`config.mk`:
```
export PLATFORM = sky130hd
export DESIGN_NAME = uart_rx_framed
export DESIGN_NICKNAME = d
export VERILOG_FILES = /design/src/rtl/uart_pkg.sv /design/src/rtl/uart_baud_tick.sv /design/src/rtl/uart_rx_framed.sv
export SDC_FILE = /design/constraint.sdc
export NUM_CORES = 1
export LEC_CHECK = 0
export CORE_MARGIN = 3
export CORE_UTILIZATION = 45
export CTS_CLUSTER_SIZE = 20
export DETAILED_ROUTE_END_ITERATION = 6
export GPL_TIMING_DRIVEN = 1
export PLACE_DENSITY = 0.61
export REMOVE_ABC_BUFFERS = 1
export SETUP_SLACK_MARGIN = 0.4
export SYNTH_ARGS = -nofsm -noshare
export SYNTH_HDL_FRONTEND = slang
export SYNTH_SLANG_ARGS = --single-unit
```
`constraint.sdc`:
```
create_clock -name clk -period 7.2 [get_ports clk]
set_input_delay 2.16 -clock clk [delete_from_list [all_inputs] [get_ports clk]]
set_output_delay 2.16 -clock clk [all_outputs]
set_load 0.01 [all_outputs]
```
`src/rtl/uart_pkg.sv`:
```
// rtl/uart_pkg.sv - shared types and constants for the framed UART receiver
package uart_pkg;

    typedef enum logic [2:0] {
        ST_IDLE,
        ST_START,
        ST_DATA,
        ST_PARITY,
        ST_STOP,
        ST_WAIT_HIGH
    } rx_state_t;

    localparam logic [1:0] PAR_NONE = 2'd0;
    localparam logic [1:0] PAR_EVEN = 2'd1;
    localparam logic [1:0] PAR_ODD  = 2'd2;

    function automatic logic maj3(input logic a, input logic b, input logic c);
        return (a & b) | (a & c) | (b & c);
    endfunction

endpackage

```
`src/rtl/uart_baud_tick.sv`:
```
// rtl/uart_baud_tick.sv - oversample tick generator, one pulse every i_div+1 clocks
module uart_baud_tick #(
    parameter int DIV_WIDTH = 16
) (
    input  logic                 clk,
    input  logic                 reset,
    input  logic [DIV_WIDTH-1:0] i_div,
    output logic                 o_tick
);

    logic [DIV_WIDTH-1:0] r_cnt;

    assign o_tick = (r_cnt == '0);

    always_ff @(posedge clk) begin
        if (reset) begin
            r_cnt <= '0;
        end else if (o_tick) begin
            r_cnt <= i_div;
        end else begin
            r_cnt <= r_cnt - DIV_WIDTH'(1);
        end
    end

endmodule

```
`src/rtl/uart_rx_framed.sv`:
```
// rtl/uart_rx_framed.sv - oversampling UART receiver with parity, stop checks and held output
module uart_rx_framed #(
    parameter int DATA_BITS  = 8,
    parameter int OVERSAMPLE = 16,
    parameter int DIV_WIDTH  = 16
) (
    input  logic                 clk,
    input  logic                 reset,
    input  logic                 i_rx,
    input  logic [DIV_WIDTH-1:0] i_baud_div,
    input  logic [1:0]           i_parity_mode,
    input  logic                 i_stop2,
    output logic [DATA_BITS-1:0] o_data,
    output logic                 o_valid,
    input  logic                 i_ready,
    output logic                 o_parity_err,
    output logic                 o_frame_err,
    output logic                 o_overrun,
    output logic                 o_busy
);
    import uart_pkg::*;

    localparam int TW = $clog2(OVERSAMPLE);
    localparam int IW = $clog2(DATA_BITS + 1);
    localparam logic [TW-1:0] T_S0   = TW'(OVERSAMPLE / 2 - 1);
    localparam logic [TW-1:0] T_S1   = TW'(OVERSAMPLE / 2);
    localparam logic [TW-1:0] T_S2   = TW'(OVERSAMPLE / 2 + 1);
    localparam logic [TW-1:0] T_LAST = TW'(OVERSAMPLE - 1);

    logic                 r_rx_m, r_rx_s;
    rx_state_t            r_state, w_state_next;
    logic [DIV_WIDTH-1:0] r_div;
    logic [1:0]           r_par_mode;
    logic                 r_stop2;
    logic [TW-1:0]        r_tick_cnt;
    logic [IW-1:0]        r_bit_idx;
    logic [1:0]           r_samp;
    logic [DATA_BITS-1:0] r_shift;
    logic                 r_par_acc, r_par_err, r_ferr;
    logic [DATA_BITS-1:0] r_data;
    logic                 r_valid, r_out_perr, r_out_ferr, r_overrun;

    logic                 w_tick, w_mid, w_end, w_maj, w_par_en, w_last_stop;
    logic                 w_done, w_done_ferr, w_handshake;
    logic [DIV_WIDTH-1:0] w_div;

    always_ff @(posedge clk) begin
        if (reset) begin
            r_rx_m <= 1'b1;
            r_rx_s <= 1'b1;
        end else begin
            r_rx_m <= i_rx;
            r_rx_s <= r_rx_m;
        end
    end

    // Live divisor only while idle; the captured copy governs the frame in progress.
    assign w_div = (r_state == ST_IDLE) ? i_baud_div : r_div;

    uart_baud_tick #(.DIV_WIDTH(DIV_WIDTH)) u_baud_tick (
        .clk    (clk),
        .reset  (reset),
        .i_div  (w_div),
        .o_tick (w_tick)
    );

    assign w_mid       = w_tick && (r_tick_cnt == T_S2);
    assign w_end       = w_tick && (r_tick_cnt == T_LAST);
    assign w_maj       = maj3(r_samp[1], r_samp[0], r_rx_s);
    assign w_par_en    = (r_par_mode == PAR_EVEN) || (r_par_mode == PAR_ODD);
    assign w_last_stop = r_stop2 ? (r_bit_idx == IW'(1)) : (r_bit_idx == '0);
    assign w_done_ferr = r_ferr | ~w_maj;
    assign w_handshake = r_valid && i_ready;

    always_ff @(posedge clk) begin
        if (reset) begin
            r_state <= ST_IDLE;
        end else begin
            r_state <= w_state_next;
        end
    end

    always_comb begin
        w_state_next = r_state;
        w_done       = 1'b0;
        case (r_state)
            ST_IDLE: begin
                if (w_tick && !r_rx_s) w_state_next = ST_START;
            end
            ST_START: begin
                if (w_mid && w_maj) w_state_next = ST_IDLE;
                else if (w_end)     w_state_next = ST_DATA;
            end
            ST_DATA: begin
                if (w_end && (r_bit_idx == IW'(DATA_BITS - 1)))
                    w_state_next = w_par_en ? ST_PARITY : ST_STOP;
            end
            ST_PARITY: begin
                if (w_end) w_state_next = ST_STOP;
            end
            ST_STOP: begin
                // Completing at mid-bit leaves half a stop bit to re-arm start detection.
                if (w_mid && w_last_stop) begin
                    w_done       = 1'b1;
                    w_state_next = w_done_ferr ? ST_WAIT_HIGH : ST_IDLE;
                end
            end
            ST_WAIT_HIGH: begin
                if (w_tick && r_rx_s) w_state_next = ST_IDLE;
            end
            default: w_state_next = ST_IDLE;
        endcase
    end

    always_ff @(posedge clk) begin
        if (reset) begin
            r_tick_cnt <= '0;
            r_bit_idx  <= '0;
            r_samp     <= '0;
            r_shift    <= '0;
            r_par_acc  <= 1'b0;
            r_par_err  <= 1'b0;
            r_ferr     <= 1'b0;
            r_div      <= '0;
            r_par_mode <= PAR_NONE;
            r_stop2    <= 1'b0;
        end else if (w_tick) begin
            if (r_state == ST_IDLE) begin
                r_tick_cnt <= '0;
                r_bit_idx  <= '0;
                if (!r_rx_s) begin
                    r_div      <= i_baud_div;
                    r_par_mode <= i_parity_mode;
                    r_stop2    <= i_stop2;
                    r_par_acc  <= 1'b0;
                    r_par_err  <= 1'b0;
                    r_ferr     <= 1'b0;
                end
            end else begin
                r_tick_cnt <= (r_tick_cnt == T_LAST) ? '0 : r_tick_cnt + TW'(1);
                if ((r_tick_cnt == T_S0) || (r_tick_cnt == T_S1))
                    r_samp <= {r_samp[0], r_rx_s};
                if (w_mid) begin
                    case (r_state)
                        ST_DATA: begin
                            r_shift   <= {w_maj, r_shift[DATA_BITS-1:1]};
                            r_par_acc <= r_par_acc ^ w_maj;
                        end
                        ST_PARITY: r_par_err <= (r_par_acc ^ w_maj) != (r_par_mode == PAR_ODD);
                        ST_STOP:   r_ferr    <= w_done_ferr;
                        default:   ;
                    endcase
                end
                if (w_end)
                    r_bit_idx <= (w_state_next != r_state) ? '0 : r_bit_idx + IW'(1);
            end
        end
    end

    always_ff @(posedge clk) begin
        if (reset) begin
            r_data     <= '0;
            r_valid    <= 1'b0;
            r_out_perr <= 1'b0;
            r_out_ferr <= 1'b0;
            r_overrun  <= 1'b0;
        end else begin
            if (w_handshake) begin
                r_valid   <= 1'b0;
                r_overrun <= 1'b0;
            end
            if (w_done) begin
                if (!r_valid || w_handshake) begin
                    r_data     <= r_shift;
                    r_out_perr <= r_par_err;
                    r_out_ferr <= w_done_ferr;
                    r_valid    <= 1'b1;
                end else begin
                    r_overrun <= 1'b1;
                end
            end
        end
    end

    assign o_data       = r_data;
    assign o_valid      = r_valid;
    assign o_parity_err = r_out_perr;
    assign o_frame_err  = r_out_ferr;
    assign o_overrun    = r_overrun;
    assign o_busy       = (r_state != ST_IDLE);

endmodule
```
==> results.cfg <==
[routing]
drc_errors = 0
wire_per_inst_um = 14.3
drt-pass1-iter-count = 4
viasPerCell = 5.54
via_count = 3198
drt-initial-drc-count = 157
wirelength_mm = 8.24
ant_nets = 0

[setup_path]
max_stage_delay_ps = 730
crit_slowest_cell = dfxtp_1
cp_max_fo = 18
crit_family = buffers and inverters
ff2ff_setup_slack_ps = 4350
crit_type = flip-flop to primary output
crit_chain = nor3_2 -> buf_4 -> inv_1 -> buf_4 -> clkdlybuf4s50_1
cp_num_buf_inv = 4
start_kind = flip-flop
cp-end-kind = primary output
crit_required_ps = 5040
crit_path_frequent_cell = buf_4
cp.arrival_ps = 2540

[finish]
final_cells = 577
fin_nets = 504
drive_gt1_share_pct = 7.74
nFillCells = 738
utilization_pct = 55.9
area_growth_pct = 16.4
n_antenna_cell = 0

[logic_synthesis]
yosys-top-cells-area = dfxtp_1 41%, nand2_1 9.8%, a21oi_1 6.1%
yosysUniqueCellTypes = 50
synth_edf_count = 0
ys_ff_latch = 73
syn_area_mm2 = 0.00360
yosysMostFrequentCell = nand2_1
synth_largest_area_cell = dfxtp_1
ys_async_sr_fraction_pct = 0
avgSynthCellArea_um2 = 8.05
syn_inst = 447
yosysTopAreaCellShare_pct = 40.6
yosysWarnings = 0
synth_commonest_cells = 94 x nand2_1, 73 x dfxtp_1, 44 x a21oi_1
ys_seq_area_share_pct = 40.6
synthFlopType = dfxtp_1

[clock_tree]
cts_resized = 0
post_cts_buffers = 0
cts_hold_buf = 0
clockRootBuffer = clkbuf_8
cts_sinks = 73
clk_path_buf_depth = 2
clkLatencyLatePin_ps = 350
cts_tree = built
cts_max_level = 3
numCtsBuffers = 9
clk_pin_slew_ps = 80

[floorplanning]
ioPinCount = 36
initial_utilization_pct = 48.1
rows = 31
die_area_mm2 = 0.00911
fp.coreArea_mm2 = 0.00749
die_h_um = 95.4
die_w_um = 95.4

[place]
place_congestion = 0.868
dpl.hpwl_mm = 5.55
port-buffer-count = 35
dpl.cell_count = 561
place_ws_ps = 2920

[timing]
min_period_ps = 4700
min_period_over_period_pct = 65.3
setup-tns-final_ps = 0
maxClockFrequency_mhz = 213
tightest_slew_ps = 826
finalWorstSetupSlack_ps = 2500
whs_ps = 428
finalClockSkew_ps = 5.04
rsz0062_at_grt = no
setup_violations = 0
drv_slew = 0
hold_viol = 0
slew_headroom_pct = 44.7

[min_path]
hold_class = flip-flop to flip-flop

[grt]
antenna_found_initial = 0
grt.overflow.total = 0
grt_pass1_wl_mm = 14.0
grtUsageTotal_pct = 19.3
grt_pass1_vias = 2962
grt_max_degree = 77

[job]
max_cap_viol_count = 0

[power_and_ir_drop]
power_leakage_uw = 0.00155
ir_drop_v = 0.000151
power_density_mw_per_mm2 = 309

[run_status]
outcome = completed
==> layout by cell type, fill, tap and decap left out, types with 7 or more instances in the layout <==
cell type,count
a211oi_1,8
a21oi_1,44
a311oi_1,9
clkbuf_8,9
clkdlybuf4s50_1,34
dfxtp_1,73
ha_1,8
inv_1,14
mux2i_1,18
nand2_1,94
nand3_1,11
nand4_1,7
nor2_1,32
nor3_1,13
nor4_1,8
or3_1,7
xnor2_1,8
xor2_1,7
==> power by group <==
part | switching [uW] | internal, uW
combinational | 286 | 191
sequential | 60.8 | 452
clock | 172 | 132
total | 519 | 775
==> metrics by stage <==
| stage | total power, uW | area (um2) |
|---|---|---|
| floorplan | 858 | 3500 |
| global placement | 991 | 4000 |
| detailed placement | 997 | 4000 |
| CTS | 1300 | 4190 |
| global route | 1380 | 4190 |
| finish | 1290 | 4190 |
==> cell type report <==
cell class              count  area [um2]  area share [%]
clock buffers               9         124            2.96
inverters                  14        52.6            1.25
clock inverters             7        61.3            1.46
flip-flops and latches     73        1460            34.9
multi-input cells         336        1990            47.5
repair buffers             39         375            8.96
well taps                  99         124            2.96
==> cell families (layout without fill, tap and decap cells) <==
group / after synthesis / count (layout) / share of synthesized area (%)
XOR/XNOR: 15 / 15 / 3.65
AO/OA/AOI/OAI: 84 / 84 / 14.4
flip-flops: 73 / 73 / 40.6
multiplexers: 18 / 18 / 5.01
buffers and inverters: 38 / 69 / 4.10
adder cells (fa/ha/maj): 9 / 9 / 3.06
AND/OR/NAND/NOR: 210 / 210 / 29.2
==> registers in the layout, summed over array words and instances, names as in the netlist, 2 cells and up <==
register	flops
r_bit_idx	4
u_baud_tick.r_cnt	16
r_par_mode	2
r_tick_cnt	4
o_data	8
r_div	16
r_shift	8
r_state	3
r_samp	2
==> final timing paths <==
path / startpoint / end / cells past startpoint
max: r_state[0] / o_busy / 5
min: r_rx_m / r_rx_s / 1
max reg2reg: u_baud_tick.r_cnt[13] / o_data[0] / 6
min reg2reg: r_rx_m / r_rx_s / 1
==> routing by layer <==
metal / vias to the layer above / track usage (%) / part of all wire (%)
li1: 1630 / - / -
met1: 1488 / 26.3 / 49
met2: 69 / 30.3 / 45
met3: 11 / 4.18 / 4.0
met4: 0 / 6.75 / 1.4
met5: - / 0 / 0
No activity file was read; power rests on OpenSTA's default activity.
